$ cat src/rtl/cute_lock_state_gate.sv
// Time-windowed key gate owning the present-state register of a locked host FSM.
// Define CUTE_LOCK_LOCKOUT_EN to add consecutive-failure lockout.
module cute_lock_state_gate #(
    parameter int KEY_W       = 12,
    parameter int STATE_W     = 6,
    parameter int NUM_KEYS    = 4,
    parameter int WINDOW_LEN  = 9,
    parameter logic [NUM_KEYS*KEY_W-1:0] KEYS =
        {12'h455, 12'h892, 12'hAE9, 12'h981},
    parameter logic [NUM_KEYS*STATE_W-1:0] TRAPS =
        {6'd29, 6'd9, 6'd35, 6'd27},
    parameter int RESET_STATE = 1,
    parameter int MAX_FAILS   = 3,
    localparam int WIN_W = (NUM_KEYS > 1) ? $clog2(NUM_KEYS) : 1,
    localparam int CNT_W = (WINDOW_LEN > 1) ? $clog2(WINDOW_LEN) : 1
) (
    input  logic               clk,
    input  logic               rst,
    input  logic               en,
    input  logic [KEY_W-1:0]   keyinput,
    input  logic [STATE_W-1:0] nx_state,
    output logic [STATE_W-1:0] pr_state,
    output logic [WIN_W-1:0]   win_idx,
    output logic               key_ok,
    output logic               locked
);

    // TRAPS entries are STATE_W wide by construction; only RESET_STATE can overflow.
    if (RESET_STATE < 0 || RESET_STATE > (2**STATE_W) - 1) begin : g_bad_reset
        $error("RESET_STATE does not fit in STATE_W bits");
    end
    if (NUM_KEYS < 1 || WINDOW_LEN < 1 || MAX_FAILS < 1) begin : g_bad_param
        $error("NUM_KEYS, WINDOW_LEN and MAX_FAILS must be >= 1");
    end

    logic [KEY_W-1:0]   w_keys  [NUM_KEYS];
    logic [STATE_W-1:0] w_traps [NUM_KEYS];

    for (genvar g = 0; g < NUM_KEYS; g++) begin : g_tab
        assign w_keys[g]  = KEYS[g*KEY_W +: KEY_W];
        assign w_traps[g] = TRAPS[g*STATE_W +: STATE_W];
    end

    logic [STATE_W-1:0] r_pr_state, w_pr_nx;
    logic [WIN_W-1:0]   r_win_idx, w_win_nx;
    logic [CNT_W-1:0]   r_cyc_cnt, w_cyc_nx;
    logic               r_key_ok, w_ok_nx;
    logic               w_match;
    logic               w_locked_now;
    logic               w_pass;

    assign w_match = (keyinput == w_keys[r_win_idx]);
    assign w_pass  = w_match & ~w_locked_now;

`ifdef CUTE_LOCK_LOCKOUT_EN
    localparam int FAIL_W = $clog2(MAX_FAILS + 1);

    logic [FAIL_W-1:0] r_fail_cnt, w_fail_nx;
    logic              r_locked, w_locked_nx;

    assign w_locked_now = r_locked;

    always_comb begin
        w_fail_nx   = r_fail_cnt;
        w_locked_nx = r_locked;
        if (en) begin
            if (w_match) begin
                w_fail_nx = '0;
            end else if (r_fail_cnt != FAIL_W'(MAX_FAILS)) begin
                w_fail_nx = r_fail_cnt + 1'b1;
            end
            if (!w_match && w_fail_nx == FAIL_W'(MAX_FAILS)) begin
                w_locked_nx = 1'b1;
            end
        end
    end

    always_ff @(posedge clk) begin
        if (rst) begin
            r_fail_cnt <= '0;
            r_locked   <= 1'b0;
        end else begin
            r_fail_cnt <= w_fail_nx;
            r_locked   <= w_locked_nx;
        end
    end

    assign locked = r_locked;
`else
    assign w_locked_now = 1'b0;
    assign locked       = 1'b0;
`endif

    always_comb begin
        w_pr_nx  = r_pr_state;
        w_ok_nx  = r_key_ok;
        w_cyc_nx = r_cyc_cnt;
        w_win_nx = r_win_idx;
        if (en) begin
            w_pr_nx = w_pass ? nx_state : w_traps[r_win_idx];
            w_ok_nx = w_pass;
            if (r_cyc_cnt == CNT_W'(WINDOW_LEN - 1)) begin
                w_cyc_nx = '0;
                if (r_win_idx == WIN_W'(NUM_KEYS - 1)) begin
                    w_win_nx = '0;
                end else begin
                    w_win_nx = r_win_idx + 1'b1;
                end
            end else begin
                w_cyc_nx = r_cyc_cnt + 1'b1;
            end
        end
    end

    always_ff @(posedge clk) begin
        if (rst) begin
            r_pr_state <= STATE_W'(RESET_STATE);
            r_win_idx  <= '0;
            r_cyc_cnt  <= '0;
            r_key_ok   <= 1'b0;
        end else begin
            r_pr_state <= w_pr_nx;
            r_win_idx  <= w_win_nx;
            r_cyc_cnt  <= w_cyc_nx;
            r_key_ok   <= w_ok_nx;
        end
    end

    assign pr_state = r_pr_state;
    assign win_idx  = r_win_idx;
    assign key_ok   = r_key_ok;

endmodule
$ cat config.mk
export PLATFORM = sky130hd
export DESIGN_NAME = cute_lock_state_gate
export DESIGN_NICKNAME = d
export VERILOG_FILES = /design/src/rtl/cute_lock_state_gate.sv
export SDC_FILE = /design/constraint.sdc
export NUM_CORES = 1
export LEC_CHECK = 0
export BUFFER_PORTS_ARGS = -buffer_cell sky130_fd_sc_hd__buf_2
export CORE_MARGIN = 2
export CORE_UTILIZATION = 25
export CTS_BUF_LIST = sky130_fd_sc_hd__clkbuf_8
export CTS_CLUSTER_SIZE = 14
export DETAILED_ROUTE_END_ITERATION = 12
export GPL_ROUTABILITY_DRIVEN = 0
export PLACE_DENSITY = 0.44
export SLEW_MARGIN = 25
export SYNTH_ARGS = -nofsm -noshare
export SYNTH_HDL_FRONTEND = slang
export SYNTH_SLANG_ARGS = --single-unit
$ cat constraint.sdc
create_clock -name clk -period 2.58 [get_ports clk]
set_input_delay 0.516 -clock clk [delete_from_list [all_inputs] [get_ports clk]]
set_output_delay 0.516 -clock clk [all_outputs]
set_load 0.02 [all_outputs]
---- After elaboration in Yosys (flattened, before gate mapping) ----
Index checks and enable logic that the tools add are counted.
cells by class
  $add $sub $neg .......................... 2
  magnitude comparators ................... 1
  eq/ne operators ......................... 3
  mux-type cells .......................... 9
  bitwise logic cells ..................... 1
  reductions and logical operators ........ 1
operators by type and width
  operator                                                        count
  12-bit binary-select mux with 2-bit select                      1
  12-bit two-way mux                                              2
  6-bit two-way mux                                               3
  6-bit binary-select mux with 2-bit select                       1
  12-bit == test                                                  1
  4-bit by 1-bit adder with 4-bit output (second input constant)  1
  4-bit == test (second input constant)                           1
  4-bit two-way mux                                               1
  3-bit greater-or-equal comparator (second input constant)       1
  2-bit NOT with 3-bit output                                     1
  2-bit by 1-bit adder with 2-bit output (second input constant)  1
  2-bit == test (second input constant)                           1
  2-bit two-way mux                                               1
  2-bit AND reduction                                             1
word-level totals
  bits in registers ....................... 13
  bits of input ports ..................... 21
  output and inout port bits .............. 10
  word-level logic and storage cells ...... 21

---- Logic depth before layout (Yosys ltp) ----
Gate-level depths: netlist of run 1.
  word-level depth ........................ 6
  depth in mapped cells ................... 6
  depth with buffers taken out ............ 6

---- Least setup slack after synthesis of run 1 ----
OpenSTA, ideal clock, no wires.
  kind .................................... register -> register
  start point ............................. register r_win_idx[0], in the netlist win_idx[0]
  end point ............................... register r_pr_state[1], in the netlist pr_state[1]
  library setup time ...................... 0.136 ns
  arrival ................................. 1.781 ns
  data required time ...................... 2.444 ns
  setup slack ............................. 0.663 ns
  stages on the path, launching flop included .. 7
  buffers on the path ..................... 0
  period minus slack after synthesis ...... 1.917 ns
  cell sequence ........................... dfxtp_1 -> inv_1 -> ha_1 -> xor2_1 -> or3_4 -> o31ai_1 -> a311oi_1
between the ends
  longest elaborated chain between the ends .. 6
  elaborated cells on any way between the ends .. 9
  classes of those cells .................. eq/ne: 1; mux: 7; bitwise: 1
RTL lines
  item                                                    RTL line  source
  start, declared                                         45        logic [WIN_W-1:0] r_win_idx, w_win_nx;
  start signal, assigned                                  123       r_win_idx <= w_win_nx;
  2-bit NOT with 3-bit output (implied by the code) (*)   52, 100
  12-bit binary-select mux with 2-bit select              52        assign w_match = (keyinput == w_keys[r_win_idx]);
  12-bit two-way mux (implied by the code) (2 in series)  52
  12-bit == test                                          52
  6-bit two-way mux (*)                                   100       w_pr_nx = w_pass ? nx_state : w_traps[r_win_idx];
  end signal, assigned                                    117       r_pr_state <= STATE_W'(RESET_STATE);
  end signal, assigned                                    122       r_pr_state <= w_pr_nx;
  end, declared                                           44        logic [STATE_W-1:0] r_pr_state, w_pr_nx;
Every way passes the cells marked *; elsewhere a longest branch is shown, timed or not. The select of a mux whose other input is x is not followed.
A chain may end at the register's enable or synchronous reset.

---- Worst setup path after layout of run 1 ----
Ends and elaborated chain as after synthesis.

==> flow_summary.ini, run 1 <==
[worst_setup_path]
cp_max_fo = 8
cp-end-kind = register
cp-start-kind = register
path_class = reg -> reg
r2r_slack_ns = 0.59
worstPathRequired_ns = 2.68
cp_data_arrival_time_ns = 2.09
reg2reg_depth = 6
r2r_end = pr_state[1]$_SDFFE_PP0P_
rr_startpoint = win_idx[0]$_SDFFE_PP0P_

[global_route]
top_usage_layer = met2
grt_pass1_vias = 705
met3_usage_pct = 4.55
use_met2_pct = 21.1
grt_pass1_wl_um = 3110
grt_start_max_net_pins = 20
antenna_found_initial = 0
grt_util_met1_pct = 11.5
track_usage_pct = 11.3
overflow = 0

[cells_and_area]
fillers = 351
multi_input_comb_area_um2 = 546
seq_area_um2 = 260
antenna_cells = 0
drive_gt1_share_pct = 33.6
final_cell_mix = 29 x buf_2, 13 x dfxtp_1, 12 x nor2_1
final_common_cell = buf_2
area_delta_synth_final_pct = 27.1
nNetsFinal = 148

[clock_network]
cts_resized = 0
clock_latency_ns = 0.24
cts_buffer_depth = 2
cts_setup_buffers = 0
cts_hold_buf = 0
htree_levels = 1
cts_root_buf = clkbuf_8
clock_sinks = 13
cts_buffers = 3
cts_tree = yes
clk_pin_slew_ns = 0.05

[timing]
clock.fmax_ghz = 0.502
rsz0062_at_grt = false
final.setup.tns_ns = 0
setup_viol = 0
period_share_pct = 77.1
min_period_ns = 1.99
skew_ns = 0.00128
whs_ns = 0.468
final_hold_viol_count = 0
drv_slew = 0

[pwr]
power_density_nw_per_um2 = 431
power.leakage_nw = 0.461
ir_worst_vdd_mv = 0.162

[placed_design]
io_buffers = 29
hpwlAfterDp_um = 1590

[drt]
vias = 776
first_iter_violations = 25
wl_per_cell_um = 12.0
drc = 0
vias_per_cell = 4.70
ant_nets = 0
wirelength_um = 1990
dr.pass1.iters = 4

[hold_path]
hold_start = key_ok$_SDFFE_PP0P_
hold_class = reg -> reg
hold_depth = 2
hold_path_end = key_ok$_SDFFE_PP0P_

[synth]
yosysSeqAreaShare_pct = 31.0
syn_area_per_cell_um2 = 9.34
netlist_area_um2 = 841
synth_nets = 118
ys_ff_latch = 13
yosysUniqueCellTypes = 30
postSynthCellCount = 90
yosysWarnings = 0

[run_status]
status = complete, no violations

[die]
die_w_um = 62.0
die_y_um = 62.0
num_rows = 21
start_util_pct = 25.6
pin_count = 31
die_area_um2 = 3840
core_um2 = 3280

[run]
maxCapViolations = 0
## worst max path at each step
stage / slack, ns / startpoint / to
after floorplan: 0.66 / win_idx[0]$_SDFFE_PP0P_ / pr_state[1]$_SDFFE_PP0P_
final: 0.59 / win_idx[0]$_SDFFE_PP0P_ / pr_state[1]$_SDFFE_PP0P_
after global placement: 0.56 / win_idx[0]$_SDFFE_PP0P_ / pr_state[1]$_SDFFE_PP0P_
after CTS: 0.55 / win_idx[0]$_SDFFE_PP0P_ / pr_state[1]$_SDFFE_PP0P_
after detailed placement: 0.55 / win_idx[0]$_SDFFE_PP0P_ / pr_state[1]$_SDFFE_PP0P_
after global routing: 0.43 / win_idx[0]$_SDFFE_PP0P_ / pr_state[1]$_SDFFE_PP0P_
## cells in the mapped netlist
master | instances | area (um2)
conb_1 | 1 | 3.75
nor4_2 | 2 | 25.0
o31ai_1 | 3 | 22.5
buf_2 | 1 | 5.00
xor2_1 | 5 | 43.8
a21oi_1 | 2 | 10.0
clkbuf_1 | 2 | 7.51
a311oi_2 | 2 | 30.0
nand4b_1 | 1 | 8.76
a311oi_1 | 3 | 26.3
and3b_1 | 3 | 26.3
nand4_1 | 7 | 43.8
nand2b_1 | 3 | 18.8
buf_4 | 1 | 7.51
o22ai_1 | 2 | 12.5
mux2i_1 | 2 | 20.0
nor2_1 | 12 | 45.0
ha_1 | 7 | 87.6
inv_1 | 4 | 15.0
xnor2_1 | 1 | 8.76
dfxtp_1 | 13 | 260
o22a_2 | 2 | 20.0
nor3_4 | 1 | 16.3
a31o_1 | 2 | 17.5
nor3_1 | 1 | 5.00
and4_1 | 1 | 8.76
nand2_1 | 1 | 3.75
o21bai_1 | 1 | 7.51
or3_4 | 1 | 11.3
nor3b_1 | 3 | 22.5
## registers in the layout, summed over array words and instances, names as in the netlist
name       count
win_idx        2
pr_state       6
key_ok         1
r_cyc_cnt      4
## critical path, stage by stage, from the launching register on
cell and delay, ns:
dfxtp_1 0.48, inv_1 0.12, ha_1 0.23, xor2_1 0.19, or3_4 0.40, o31ai_1 0.30, a311oi_1 0.13
## through the flow
| stage | std cells | worst slack, ns | instance area [um2] | total power, mW | util [%] |
|---|---|---|---|---|---|
| after detailed placement | 161 | 0.552 | 1020 | 0.291 | 31.2 |
| after global routing | 165 | 0.434 | 1070 | 0.486 | 32.5 |
| after floorplan | 90 | 0.663 | 841 | 0.263 | - |
| after global placement | 161 | 0.561 | 1020 | 0.289 | 31.2 |
| final | 165 | 0.590 | 1070 | 0.460 | 32.5 |
| after CTS | 165 | 0.546 | 1070 | 0.467 | 32.5 |
## power by group
| group | switching [mW] | leakage [nW] | internal, mW | total, mW |
|---|---|---|---|---|
| combinational | 0.0401 | 0.327 | 0.0308 | 0.0708 |
| sequential | 0.00590 | 0.107 | 0.209 | 0.215 |
| clock | 0.0692 | 0.0269 | 0.105 | 0.174 |
| total | 0.115 | 0.461 | 0.345 | 0.460 |
## cell type report
class                           instances  area share (%)
Multi-Input combinational cell         69            51.1
Sequential cell                        13            24.4
Timing Repair Buffer                   29            13.6
Tap cell                               46            5.39
Clock buffer                            3            3.86
Inverter                                4            1.41
Clock inverter                          1           0.351
## kinds of logic (layout without fill, tap and decap cells)
| logic type | Yosys count | in the layout | synth area share, % |
|---|---|---|---|
| xor+xnor | 6 | 6 | 6.25 |
| buf+inv | 8 | 37 | 4.17 |
| simple gates | 36 | 36 | 28.0 |
| flops | 13 | 13 | 31.0 |
| compound gates | 17 | 17 | 17.4 |
| fa+ha+maj | 7 | 7 | 10.4 |
| mux | 2 | 2 | 2.38 |
| other cells | 1 | 1 | 0.446 |
## layer usage
layer	vias up	wire, um	share of wire, %
met5	-	0	0
met2	17	1030	52
met1	365	843	42
li1	394	-	-
met3	0	113	5.7
met4	0	0	0
Note: power is estimated with default switching activity, not from simulation.
==> run 2: changes to the inputs <==
clock period = 2 ns   (was 2.58 ns; I/O delays follow)
==> run 2 against run 1 <==
Final cell count up 1.8%. Sequential share of layout area down 0.47 points. Via count shrank 1.0%. Non-clock buffer count is 3 higher. Global-route usage rose by 0.16 points. Critical path depth unchanged. First-iteration DRC count grew 36%. Routed wire length is 0.20% lower. Worst setup slack worse by 0.47 ns. Largest power group unchanged. Highest routed layer is now met4.
==> flow_summary.ini, run 2 (same netlist as run 1, synthesis figures left out) <==
[placed_design]
io_buffers = 29
place_area_um2 = 1040
hpwlAfterDp_um = 1590
place.detailed.instances = 163

[cells_and_area]
drive_gt1_share_pct = 37.7
largest_reg_flops = 6
final_common_cell = buf_2
finalNonFillerCells = 168
final_core_util_pct = 33.5
final_area_um2 = 1100
nNetsFinal = 151
area_delta_synth_final_pct = 30.8
antenna_cells = 0
final_cell_mix = 29 x buf_2, 12 x nor2_1, 11 x dfxtp_1

[timing]
clock.fmax_ghz = 0.531
drv_slew = 0
period_share_pct = 94.2
final_hold_viol_count = 0
final.setup.tns_ns = 0
min_period_ns = 1.88
skew_ns = 0.00121
rsz0062_at_grt = false
setup_viol = 0

[die]
die_area_um2 = 3840
core_um2 = 3280
num_rows = 21
die_w_um = 62.0
start_util_pct = 25.6
pin_count = 31
die_y_um = 62.0

[worst_setup_path]
crit_chain = inv_1 > ha_1 > xor2_1 > or3_4 > o31ai_1 > a311oi_2
cp-end-kind = register
cp-start-kind = register
path_class = reg -> reg
slowest_stage = or3_4
slowest_delay_ns = 0.40
worstPathRequired_ns = 2.11
cp_max_fo = 6
cp_data_arrival_time_ns = 1.99

[pwr]
power.leakage_nw = 0.478
ir_worst_vdd_mv = 0.161
power_density_nw_per_um2 = 542
power_mw = 0.597

[clock_network]
cts_buffers = 3
clock_sinks = 13
htree_levels = 1
cts_tree = yes
cts_buffer_depth = 2
clock_latency_ns = 0.24
clk_pin_slew_ns = 0.05
cts_root_buf = clkbuf_8

[drt]
vias_per_cell = 4.57
drc = 0
wl_per_cell_um = 11.8
dr.pass1.iters = 4
wirelength_um = 1980
first_iter_violations = 34
ant_nets = 0
vias = 768

[global_route]
grt_pass1_vias = 737
track_usage_pct = 11.4
antenna_found_initial = 0
grt_pass1_wl_um = 3190
grt_start_max_net_pins = 13
overflow = 0

[hold_path]
hold_class = in -> reg

[run_status]
status = complete, no violations

[run]
maxCapViolations = 0
## run 2: changes by cell type in the layout (fill, tap and decap cells not counted), sizes merged
cell and delta:
buf +3
## run 2: cell type report
cell class,instances,area (um2)
clock buffer,3,41.3
clock inverter,1,3.75
fill,344,2180
inverter,4,15.0
multi-input combinational,69,552
sequential,13,263
tap,46,57.6
timing repair buffer,32,168
## run 2: routing by layer
layer  GRT usage [%]  vias to the layer above  part of all wire [%]
met1            13.1                      353                    44
met5               0                        -                     0
met2            20.4                       16                    50
met3            2.48                        4                   4.2
met4            4.56                        0                   1.6
li1                -                      395                     -
## run 2: where the power goes
group	total (mW)	switching (mW)	internal [mW]
Sequential	0.277	0.00742	0.270
Clock	0.225	0.0900	0.135
Combinational	0.0940	0.0518	0.0421
## run 2: worst paths after layout
| check | start | cells after the start | end | slack (ns) |
|---|---|---|---|---|
| worst max register to register | win_idx[1]$_SDFFE_PP0P_ | 6 | pr_state[1]$_SDFFE_PP0P_ | 0.12 |
| worst min-delay path | nx_state[2] | 3 | pr_state[2]$_SDFFE_PP0P_ | 0.44 |
| worst min register to register | key_ok$_SDFFE_PP0P_ | 2 | key_ok$_SDFFE_PP0P_ | 0.47 |
| worst max-delay path | win_idx[1]$_SDFFE_PP0P_ | 6 | pr_state[1]$_SDFFE_PP0P_ | 0.12 |
## run 2: critical path, delay by kind of cell (launching register included)
family,cells,cell delay (ns)
fa+ha+maj,1,0.20
simple gates,1,0.40
buf+inv,1,0.11
compound gates,2,0.47
xor+xnor,1,0.19
flops,1,0.39
## run 2: timing repair
action / CTS / global route
buffers inserted: 0 / 1
hold buffers: 0 / 0
endpoints found under the setup margin: 0 / 6
gates resized for setup: 0 / 3
## run 2: metrics by stage
stage	hold slack [ns]	setup WS, ns
3_5_place_dp	0.458	0.0515
5_1_grt	0.458	0.0128
2_1_floorplan	0.479	0.0832
3_3_place_gp	0.461	0.0941
4_1_cts	0.439	0.0227
6_report	0.442	0.116
==> run 3: changes to the inputs <==
BUFFER_PORTS_ARGS = -buffer_cell sky130_fd_sc_hd__buf_4   (was -buffer_cell sky130_fd_sc_hd__buf_2)
HOLD_SLACK_MARGIN = 0.12   (was default)
clock period = 1.8 ns   (was 2 ns; I/O delays follow)
==> run 3 against run 2 <==
Global-route usage shrank 0.32 points. Total power is 17% higher. Critical endpoint is now pr_state[5]$_SDFFE_PP0P_. Fmax increased by 8.7%. Core utilization increased by 5.2 points. Highest routed layer unchanged. Critical path type unchanged. Worst setup slack got worse by 0.049 ns.
==> flow_summary.ini, run 3 (same netlist as run 1, synthesis figures left out) <==
[run_status]
status = complete, no violations

[clock_network]
cts_root_buf = clkbuf_8
cts_buffers = 3
cts_hold_buf = 0
clock_latency_ns = 0.24
clock_sinks = 13
clk_pin_slew_ns = 0.06
htree_levels = 1
cts_tree = yes
cts_buffer_depth = 2

[worst_setup_path]
worstPathRequired_ns = 1.92
cp_max_fo = 5
cp_data_arrival_time_ns = 1.85
cp-start-kind = register
timing.critical_path.from = win_idx[0]$_SDFFE_PP0P_
path_class = reg -> reg
rr_startpoint = win_idx[0]$_SDFFE_PP0P_
cp-end-kind = register

[timing]
rsz0062_at_grt = false
skew_ns = 0.00205
min_period_ns = 1.73
final_hold_viol_count = 0
period_share_pct = 96.3
setup_viol = 0
drv_slew = 0
whs_ns = 0.393
clock.fmax_ghz = 0.577

[cells_and_area]
area_delta_synth_final_pct = 51.0
final_cell_mix = 34 x buf_4, 12 x nor2_1, 11 x dfxtp_1
nNetsFinal = 153
drive_gt1_share_pct = 47.6
finalNonFillerCells = 170
final_common_cell = buf_4
largest_reg_flops = 6
antenna_cells = 0

[die]
num_rows = 21
die_w_um = 62.0
core_um2 = 3280
start_util_pct = 25.6
die_area_um2 = 3840
die_y_um = 62.0
pin_count = 31

[drt]
vias_per_cell = 4.71
ant_nets = 0
vias = 801
wl_per_cell_um = 12.7
wirelength_um = 2160
drc = 0
dr.pass1.iters = 4
first_iter_violations = 33

[pwr]
p_seq_share_pct = 43.9
p_int_mw = 0.514
power.clock.fraction_pct = 37.7
switching_share_pct = 26.5
power.leakage_nw = 0.541
ir_worst_vdd_mv = 0.231
pwr-share-comb_pct = 18.4
power.switching_mw = 0.185
power_density_nw_per_um2 = 551

[global_route]
grt_start_max_net_pins = 20
grt_pass1_vias = 781
track_usage_pct = 11.1
overflow = 0
grt_pass1_wl_um = 3190
antenna_found_initial = 0

[hold_path]
hold_class = in -> reg
hold_start = rst

[run]
maxCapViolations = 0

[placed_design]
place.detailed.instances = 165
hpwlAfterDp_um = 1610
io_buffers = 29
run 3: cell types whose count changed in the layout (fill, tap and decap cells not counted), moves of 2 or more:
cell and delta:
o22ai_1 -2, nor3b_2 +3, buf_2 -29, ha_2 +2
o31ai_4 +2, o22ai_2 +2, ha_1 -2, nor3b_1 -3
o31ai_1 -3, buf_4 +31
run 3: what timing repair did:
item                       4_1_cts  5_1_grt
pin swaps                        0        8
gates resized for setup          0       16
setup endpoints to repair        2        6
setup buffers                    0        1
run 3: layer usage:
layer	GRT usage [%]	routed length [um]	part of all wire [%]
met1	12.7	927	43
met2	19.6	1080	50
met3	3.52	125	5.8
met4	3.34	22	1.0
met5	0	0	0
run 3: per-stage QoR:
| stage | setup slack (ns) | power [mW] | cell area (um2) | utilization (%) | TNS (ns) |
|---|---|---|---|---|---|
| global route | 0.00642 | 0.733 | 1270 | 38.7 | 0 |
| global placement | -0.0466 | 0.431 | 1130 | 34.4 | -0.0717 |
| CTS | -0.0392 | 0.698 | 1170 | 35.7 | -0.0779 |
| finish | 0.0671 | 0.699 | 1270 | 38.7 | 0 |
| floorplan | 0.0247 | 0.377 | 843 | - | 0 |
| detailed placement | -0.0366 | 0.433 | 1130 | 34.4 | -0.0728 |
run 3: power by group through the flow:
stage | sequential, mW | clock, mW | combinational (mW)
after floorplan | 0.322 | 0 | 0.0548
after global placement | 0.315 | 0 | 0.116
after detailed placement | 0.315 | 0 | 0.118
after CTS | 0.309 | 0.271 | 0.118
after global routing | 0.308 | 0.283 | 0.142
final | 0.307 | 0.263 | 0.129
run 3: final cells by class:
type | count | area [um2]
clock buffers | 3 | 41.3
inverters | 4 | 15.0
repair buffers | 34 | 255
well taps | 46 | 57.6
fillers | 357 | 2010
clock inverters | 1 | 3.75
multi-input cells | 69 | 632
flip-flops and latches | 13 | 265
run 3: worst paths after layout:
path	to	slack [ns]	cells past startpoint
setup / recovery	pr_state[5]$_SDFFE_PP0P_	0.07	6
hold / removal	win_idx[0]$_SDFFE_PP0P_	0.39	2
setup reg to reg	pr_state[5]$_SDFFE_PP0P_	0.07	6
hold reg to reg	key_ok$_SDFFE_PP0P_	0.48	2
run 3: critical path, stage by stage (launching register included):
cell and delay, ns:
dfxtp_4 0.37, inv_1 0.06, ha_1 0.20, xor2_1 0.20, or3_4 0.40, o31ai_2 0.26
a311oi_1 0.11
